### src/rtl/dataflow_ctrl.sv
// Multicycle controller for the 64-bit dataflow datapath (regfile, adder, Mux1/Mux2, data memory).
// Sequences ADD/SUB/ADDI/LD/ST over a valid/ready command port and counts retired commands.
module dataflow_ctrl #(
  parameter int unsigned IMM_W     = 16,
  parameter int unsigned MEM_DEPTH = 32
) (
  input  logic             clk,
  input  logic             rst,
  input  logic             cmd_valid,
  output logic             cmd_ready,
  input  logic [2:0]       cmd_op,
  input  logic [4:0]       cmd_ra,
  input  logic [4:0]       cmd_rb,
  input  logic [4:0]       cmd_rw,
  input  logic [IMM_W-1:0] cmd_imm,
  input  logic [63:0]      soma,
  output logic [4:0]       rf_ra,
  output logic [4:0]       rf_rb,
  output logic [4:0]       rf_rw,
  output logic             rf_we,
  output logic [63:0]      imm_c,
  output logic             sel_mux1,
  output logic             sinal,
  output logic [5:0]       mem_ads,
  output logic             mem_we,
  output logic             sel_mux2,
  output logic             done,
  output logic             err,
  output logic             busy,
  output logic [15:0]      retired
);

  localparam int unsigned DATA_W = 64;

  localparam logic [2:0] S_IDLE = 3'd0;
  localparam logic [2:0] S_READ = 3'd1;
  localparam logic [2:0] S_ADDR = 3'd2;
  localparam logic [2:0] S_WB   = 3'd3;
  localparam logic [2:0] S_ERR  = 3'd4;

  localparam logic [2:0] OP_ADD  = 3'd0;
  localparam logic [2:0] OP_SUB  = 3'd1;
  localparam logic [2:0] OP_ADDI = 3'd2;
  localparam logic [2:0] OP_LD   = 3'd3;
  localparam logic [2:0] OP_ST   = 3'd4;

  logic [2:0]       state, state_nxt;
  logic [2:0]       op_q;
  logic [4:0]       ra_q, rb_q, rw_q;
  logic [IMM_W-1:0] imm_q;
  logic [15:0]      retired_q;

  logic accept;
  logic is_alu;
  logic in_range;
  logic retire;

  assign accept   = cmd_valid && (state == S_IDLE);
  assign is_alu   = (op_q == OP_ADD) || (op_q == OP_SUB) || (op_q == OP_ADDI);
  // Signed 64-bit range check: non-negative and below the memory depth
  assign in_range = !soma[DATA_W-1] && (soma < DATA_W'(MEM_DEPTH));
  assign retire   = done && !err;

  // State, latched command fields and retired counter
  always_ff @(posedge clk) begin
    if (rst) begin
      state     <= S_IDLE;
      op_q      <= '0;
      ra_q      <= '0;
      rb_q      <= '0;
      rw_q      <= '0;
      imm_q     <= '0;
      retired_q <= '0;
    end else begin
      state <= state_nxt;
      if (accept) begin
        op_q  <= cmd_op;
        ra_q  <= cmd_ra;
        rb_q  <= cmd_rb;
        rw_q  <= cmd_rw;
        imm_q <= cmd_imm;
      end
      if (retire) retired_q <= retired_q + 16'd1;
    end
  end

  // Next state and control decode; every output is held at 0 while rst is high
  always_comb begin
    state_nxt = state;
    cmd_ready = 1'b0;
    busy      = 1'b0;
    rf_ra     = '0;
    rf_rb     = '0;
    rf_rw     = '0;
    rf_we     = 1'b0;
    imm_c     = '0;
    sel_mux1  = 1'b0;
    sinal     = 1'b0;
    mem_ads   = '0;
    mem_we    = 1'b0;
    sel_mux2  = 1'b0;
    done      = 1'b0;
    err       = 1'b0;
    retired   = '0;

    case (state)
      S_IDLE: if (cmd_valid) state_nxt = (cmd_op <= OP_ST) ? S_READ : S_ERR;
      S_READ: state_nxt = is_alu ? S_WB : S_ADDR;
      S_ADDR: state_nxt = ((op_q == OP_LD) && in_range) ? S_WB : S_IDLE;
      S_WB:   state_nxt = S_IDLE;
      S_ERR:  state_nxt = S_IDLE;
      default: state_nxt = S_IDLE;
    endcase

    if (!rst) begin
      cmd_ready = (state == S_IDLE);
      busy      = (state != S_IDLE);
      rf_ra     = ra_q;
      rf_rb     = rb_q;
      rf_rw     = rw_q;
      imm_c     = {{(DATA_W-IMM_W){imm_q[IMM_W-1]}}, imm_q};
      retired   = retired_q;

      if ((state == S_READ) || (state == S_ADDR) || (state == S_WB)) begin
        sel_mux1 = (op_q == OP_ADD) || (op_q == OP_SUB);
        sinal    = (op_q == OP_SUB);
      end

      case (state)
        S_ADDR: begin
          mem_ads = soma[5:0];
          if (op_q == OP_ST) begin
            mem_we = in_range;
            done   = 1'b1;
            err    = !in_range;
          end else if (!in_range) begin
            done = 1'b1;
            err  = 1'b1;
          end
        end
        S_WB: begin
          rf_we    = 1'b1;
          done     = 1'b1;
          sel_mux2 = is_alu;
          if (!is_alu) mem_ads = soma[5:0];
        end
        S_ERR: begin
          done = 1'b1;
          err  = 1'b1;
        end
        default: ;
      endcase
    end
  end

endmodule

### config.mk
export PLATFORM = sky130hd
export DESIGN_NAME = dataflow_ctrl
export DESIGN_NICKNAME = d
export VERILOG_FILES = /design/src/rtl/dataflow_ctrl.sv
export SDC_FILE = /design/constraint.sdc
export NUM_CORES = 1
export LEC_CHECK = 0
export BUFFER_PORTS_ARGS = -buffer_cell sky130_fd_sc_hd__buf_2
export CAP_MARGIN = 0
export CORE_MARGIN = 4
export CORE_UTILIZATION = 45
export DETAILED_ROUTE_END_ITERATION = 10
export PLACE_DENSITY = 0.86
export SYNTH_ARGS = -nofsm -noshare
export SYNTH_HDL_FRONTEND = slang
export SYNTH_SLANG_ARGS = --single-unit
### constraint.sdc
create_clock -name clk -period 10.74 [get_ports clk]
set_clock_uncertainty 0.1 [all_clocks]
set_input_delay 2.148 -clock clk [delete_from_list [all_inputs] [get_ports clk]]
set_output_delay 2.148 -clock clk [all_outputs]
set_load 0.05 [all_outputs]
==> results_dict.tcl <==
set metrics [dict create \
    cp_data_arrival_time_ps 4170 \
    worst_ep_required_time_ps 8490 \
    grt_antenna_before_repair 1 \
    remaining_drc_errors 0 \
    intPower_mw 0.296 \
    grt_max_degree 81 \
    dieArea_sq_um 8350 \
    chipHeight_um 91.4 \
    total_vias_in_the_final_route 3289 \
    yosysSeqAreaShare_pct 33.9 \
    post_route_cells_drive_above_1_share_pct 41.8 \
    yosys_warnings 0 \
    synth.cell_area_sq_um 3130 \
    detailedRoute.firstPassIterationCount 4 \
    io-pin-count 211 \
    worstHoldPathType "register to register" \
    worstMarginPinSlew_ps 1170 \
    syn_nets 520 \
    finalCritPeriodShare_pct 59.8 \
    weighted_congestion_at_the_end_of_routability_driven_global_placement 0.920 \
    multiInputGateArea_sq_um 1610 \
    cell_leakage_power_nw 1.99 \
    fp.dieW_um 91.4 \
    grt_first_pass_wirelength_mm 14.4 \
    grt_setup_unrepaired "no" \
    detail-route-antenna-nets 0 \
    cts_repair_resize_count 0 \
    setup_ws_ps 4320 \
    yosys_register_bits 53 \
    avgSynthCellArea_sq_um 7.49 \
    start_kind "primary input" \
    setup_viol 0 \
    status "complete, no violations" \
    timing.max_slew.rel_slack_pct 22.1 \
    timing.final.hold_violations 0 \
    drt_iter0_drc 115 \
    power.density_nw_per_um2 116 \
    clock_tree.buffer_depth 2 \
    numPortBuffers 210 \
    criticalPathCategory "primary input to output pin" \
    seq_area_sq_um 1060 \
    h_tree_levels 2 \
    cts_setup_buffers 0 \
    worst_ir_drop_vdd_mv 0.0746 \
    cts_root_buf "sky130_fd_sc_hd__clkbuf_8" \
    flow.area_growth_from_synthesis_pct 25.8 \
    power.combinational.fraction_pct 27.1 \
    rows 30 \
    post_drt_wl_per_cell_um 13.6 \
    clk_pin_slew_worst_paths_ps 100 \
    initial_utilization_pct 46.3 \
    fillCellCount 666 \
    fmax_mhz 156 \
    nNetsFinal 666 \
    number_of_global_route_vias_before_repair 3135 \
    clock_latency_on_the_worst_skew_pair_ps 310 \
    cell_count_after_synthesis 418 \
    layout.cell_area.non_filler_sq_um 3940 \
    wirelength_mm 8.80 \
    seq_power_share_pct 46.8 \
    clock_sinks 53 \
    crit_fanout 80 \
    power_switching_share_pct 35.2 \
    hold_buffers 0 \
    worst_setup_path_end_kind "output pin" \
    synth_cell_types 38 \
    dpl-instance-area_sq_um 3840 \
    share_clk_of_total_power_pct 26.1 \
    fin_setup_tns_ps 0 \
    gr-usage-all-layers_pct 20.3 \
    hpwl_mm 6.91 \
    maxCapViolations 0 \
    route.detailed.vias_per_inst 5.09 \
    switchingPower_mw 0.160 \
    numCtsBuffers 5 \
    clock_tree_from_tritoncts "built" \
    pre_cts_slack_ps 4310 \
    core_sq_um 6760 \
    timing.final.max_slew_violations 0 \
    finalWorstPathRequiredPeriod_ps 6420 \
    grt_remaining_overflow 0 \
]
-- metrics by stage --
step | hold WS (ps) | power (mW) | instances | util (%)
3_5_place_dp | 342 | 0.343 | 637 | 56.8
2_1_floorplan | 332 | 0.315 | 418 | -
4_1_cts | 357 | 0.462 | 645 | 58.2
6_report | 355 | 0.456 | 646 | 58.3
5_1_grt | 371 | 0.480 | 646 | 58.3
3_3_place_gp | 337 | 0.340 | 637 | 56.8
-- kinds of logic (layout without fill, tap and decap cells) --
kind of cell,after synthesis,in the layout,synth area share [%]
buf+inv,75,222,14.9
compound gates,56,56,10.2
simple gates,221,221,36.3
mux,12,12,4.32
flops,53,53,33.9
other cells,0,1,0
fa+ha+maj,1,1,0.400
-- Yosys cell counts --
cell,number,area [sq um]
sky130_fd_sc_hd__nand2_1,80,300
sky130_fd_sc_hd__dfxtp_1,53,1060
sky130_fd_sc_hd__buf_4,48,360
sky130_fd_sc_hd__nor2b_1,46,288
sky130_fd_sc_hd__a21oi_1,39,195
sky130_fd_sc_hd__nor2_1,22,82.6
sky130_fd_sc_hd__clkbuf_1,17,63.8
sky130_fd_sc_hd__nor4_1,14,87.6
sky130_fd_sc_hd__and2_1,12,75.1
sky130_fd_sc_hd__mux2_2,10,113
sky130_fd_sc_hd__nand3_1,10,50.1
sky130_fd_sc_hd__nand4_1,10,62.6
sky130_fd_sc_hd__nor3_1,9,45.0
sky130_fd_sc_hd__o21ai_0,7,35.0
sky130_fd_sc_hd__buf_1,4,15.0
sky130_fd_sc_hd__buf_2,3,15.0
sky130_fd_sc_hd__inv_1,3,11.3
sky130_fd_sc_hd__o31ai_1,3,22.5
sky130_fd_sc_hd__or4_1,3,22.5
sky130_fd_sc_hd__and3_1,2,12.5
sky130_fd_sc_hd__mux2_1,2,22.5
sky130_fd_sc_hd__nand2b_1,2,12.5
sky130_fd_sc_hd__nor3b_1,2,15.0
sky130_fd_sc_hd__nor4_2,2,25.0
sky130_fd_sc_hd__o21a_1,2,15.0
sky130_fd_sc_hd__a21o_1,1,7.51
sky130_fd_sc_hd__and3b_1,1,8.76
sky130_fd_sc_hd__and4_1,1,8.76
sky130_fd_sc_hd__ha_1,1,12.5
sky130_fd_sc_hd__nor4b_1,1,8.76
sky130_fd_sc_hd__o22ai_1,1,6.26
sky130_fd_sc_hd__o41a_1,1,11.3
sky130_fd_sc_hd__o41ai_1,1,8.76
sky130_fd_sc_hd__o41ai_2,1,16.3
sky130_fd_sc_hd__or2_2,1,6.26
sky130_fd_sc_hd__or3_1,1,6.26
sky130_fd_sc_hd__or3b_2,1,8.76
sky130_fd_sc_hd__or4_4,1,11.3
-- worst paths after layout --
check	startpoint	end	slack [ps]	cells after the start
worst max register to register	state[1]	retired_q[8]	8240	4
worst min register to register	rb_q[0]	rb_q[0]	350	2
worst max-delay path	rst	imm_c[16]	4320	4
worst min-delay path	rb_q[0]	rb_q[0]	350	2
-- worst max-delay path, stage by stage --
cell,delay (ps)
sky130_fd_sc_hd__buf_2,210
sky130_fd_sc_hd__buf_4,380
sky130_fd_sc_hd__nor2b_2,940
sky130_fd_sc_hd__buf_2,420
-- routing by layer --
metal  track usage (%)  wire [um]  vias up
met3              6.71        787       14
met2              38.1       4600      143
li1                  -          -     1657
met1              20.8       3240     1475
met5                 0          0        -
met4              6.66        173        0
-- power by group through the flow --
stage | sequential, mW | clock [mW] | combinational [mW]
CTS | 0.213 | 0.123 | 0.125
detailed placement | 0.218 | 0 | 0.125
floorplan | 0.215 | 0 | 0.100
global route | 0.215 | 0.131 | 0.134
finish | 0.213 | 0.119 | 0.124
global placement | 0.217 | 0 | 0.123
-- state kept, by name (all words and copies together), names as in the netlist --
register	cells
imm_q	16
op_q	3
ra_q	5
rb_q	5
retired_q	16
rw_q	5
state	3
-- final cells by class --
class	count	area share, %
Clock inverter	2	0.413
Multi-Input combinational cell	290	40.8
Sequential cell	53	26.9
Tap cell	80	2.54
Timing Repair Buffer	211	26.9
Antenna cell	1	0.0636
Clock buffer	6	2.10
Inverter	3	0.286
-- layout by cell type (no fill, tap or decap), drive strengths merged --
master,n
o41ai,2
or3b,1
nor4b,1
and3b,1
nand4,10
clkbuf,6
nor3b,2
or3,1
dfxtp,53
nor2,22
and3,2
a21oi,39
and4,1
nand2,80
clkinvlp,1
ha,1
diode,1
o22ai,1
nor3,9
nor2b,46
inv,4
nor4,16
or4,4
a21o,1
or2,1
o41a,1
o31ai,3
and2,12
o21a,2
buf,211
mux2,12
nand3,10
nand2b,2
o21ai,7
(Power assumes the default switching activity.)
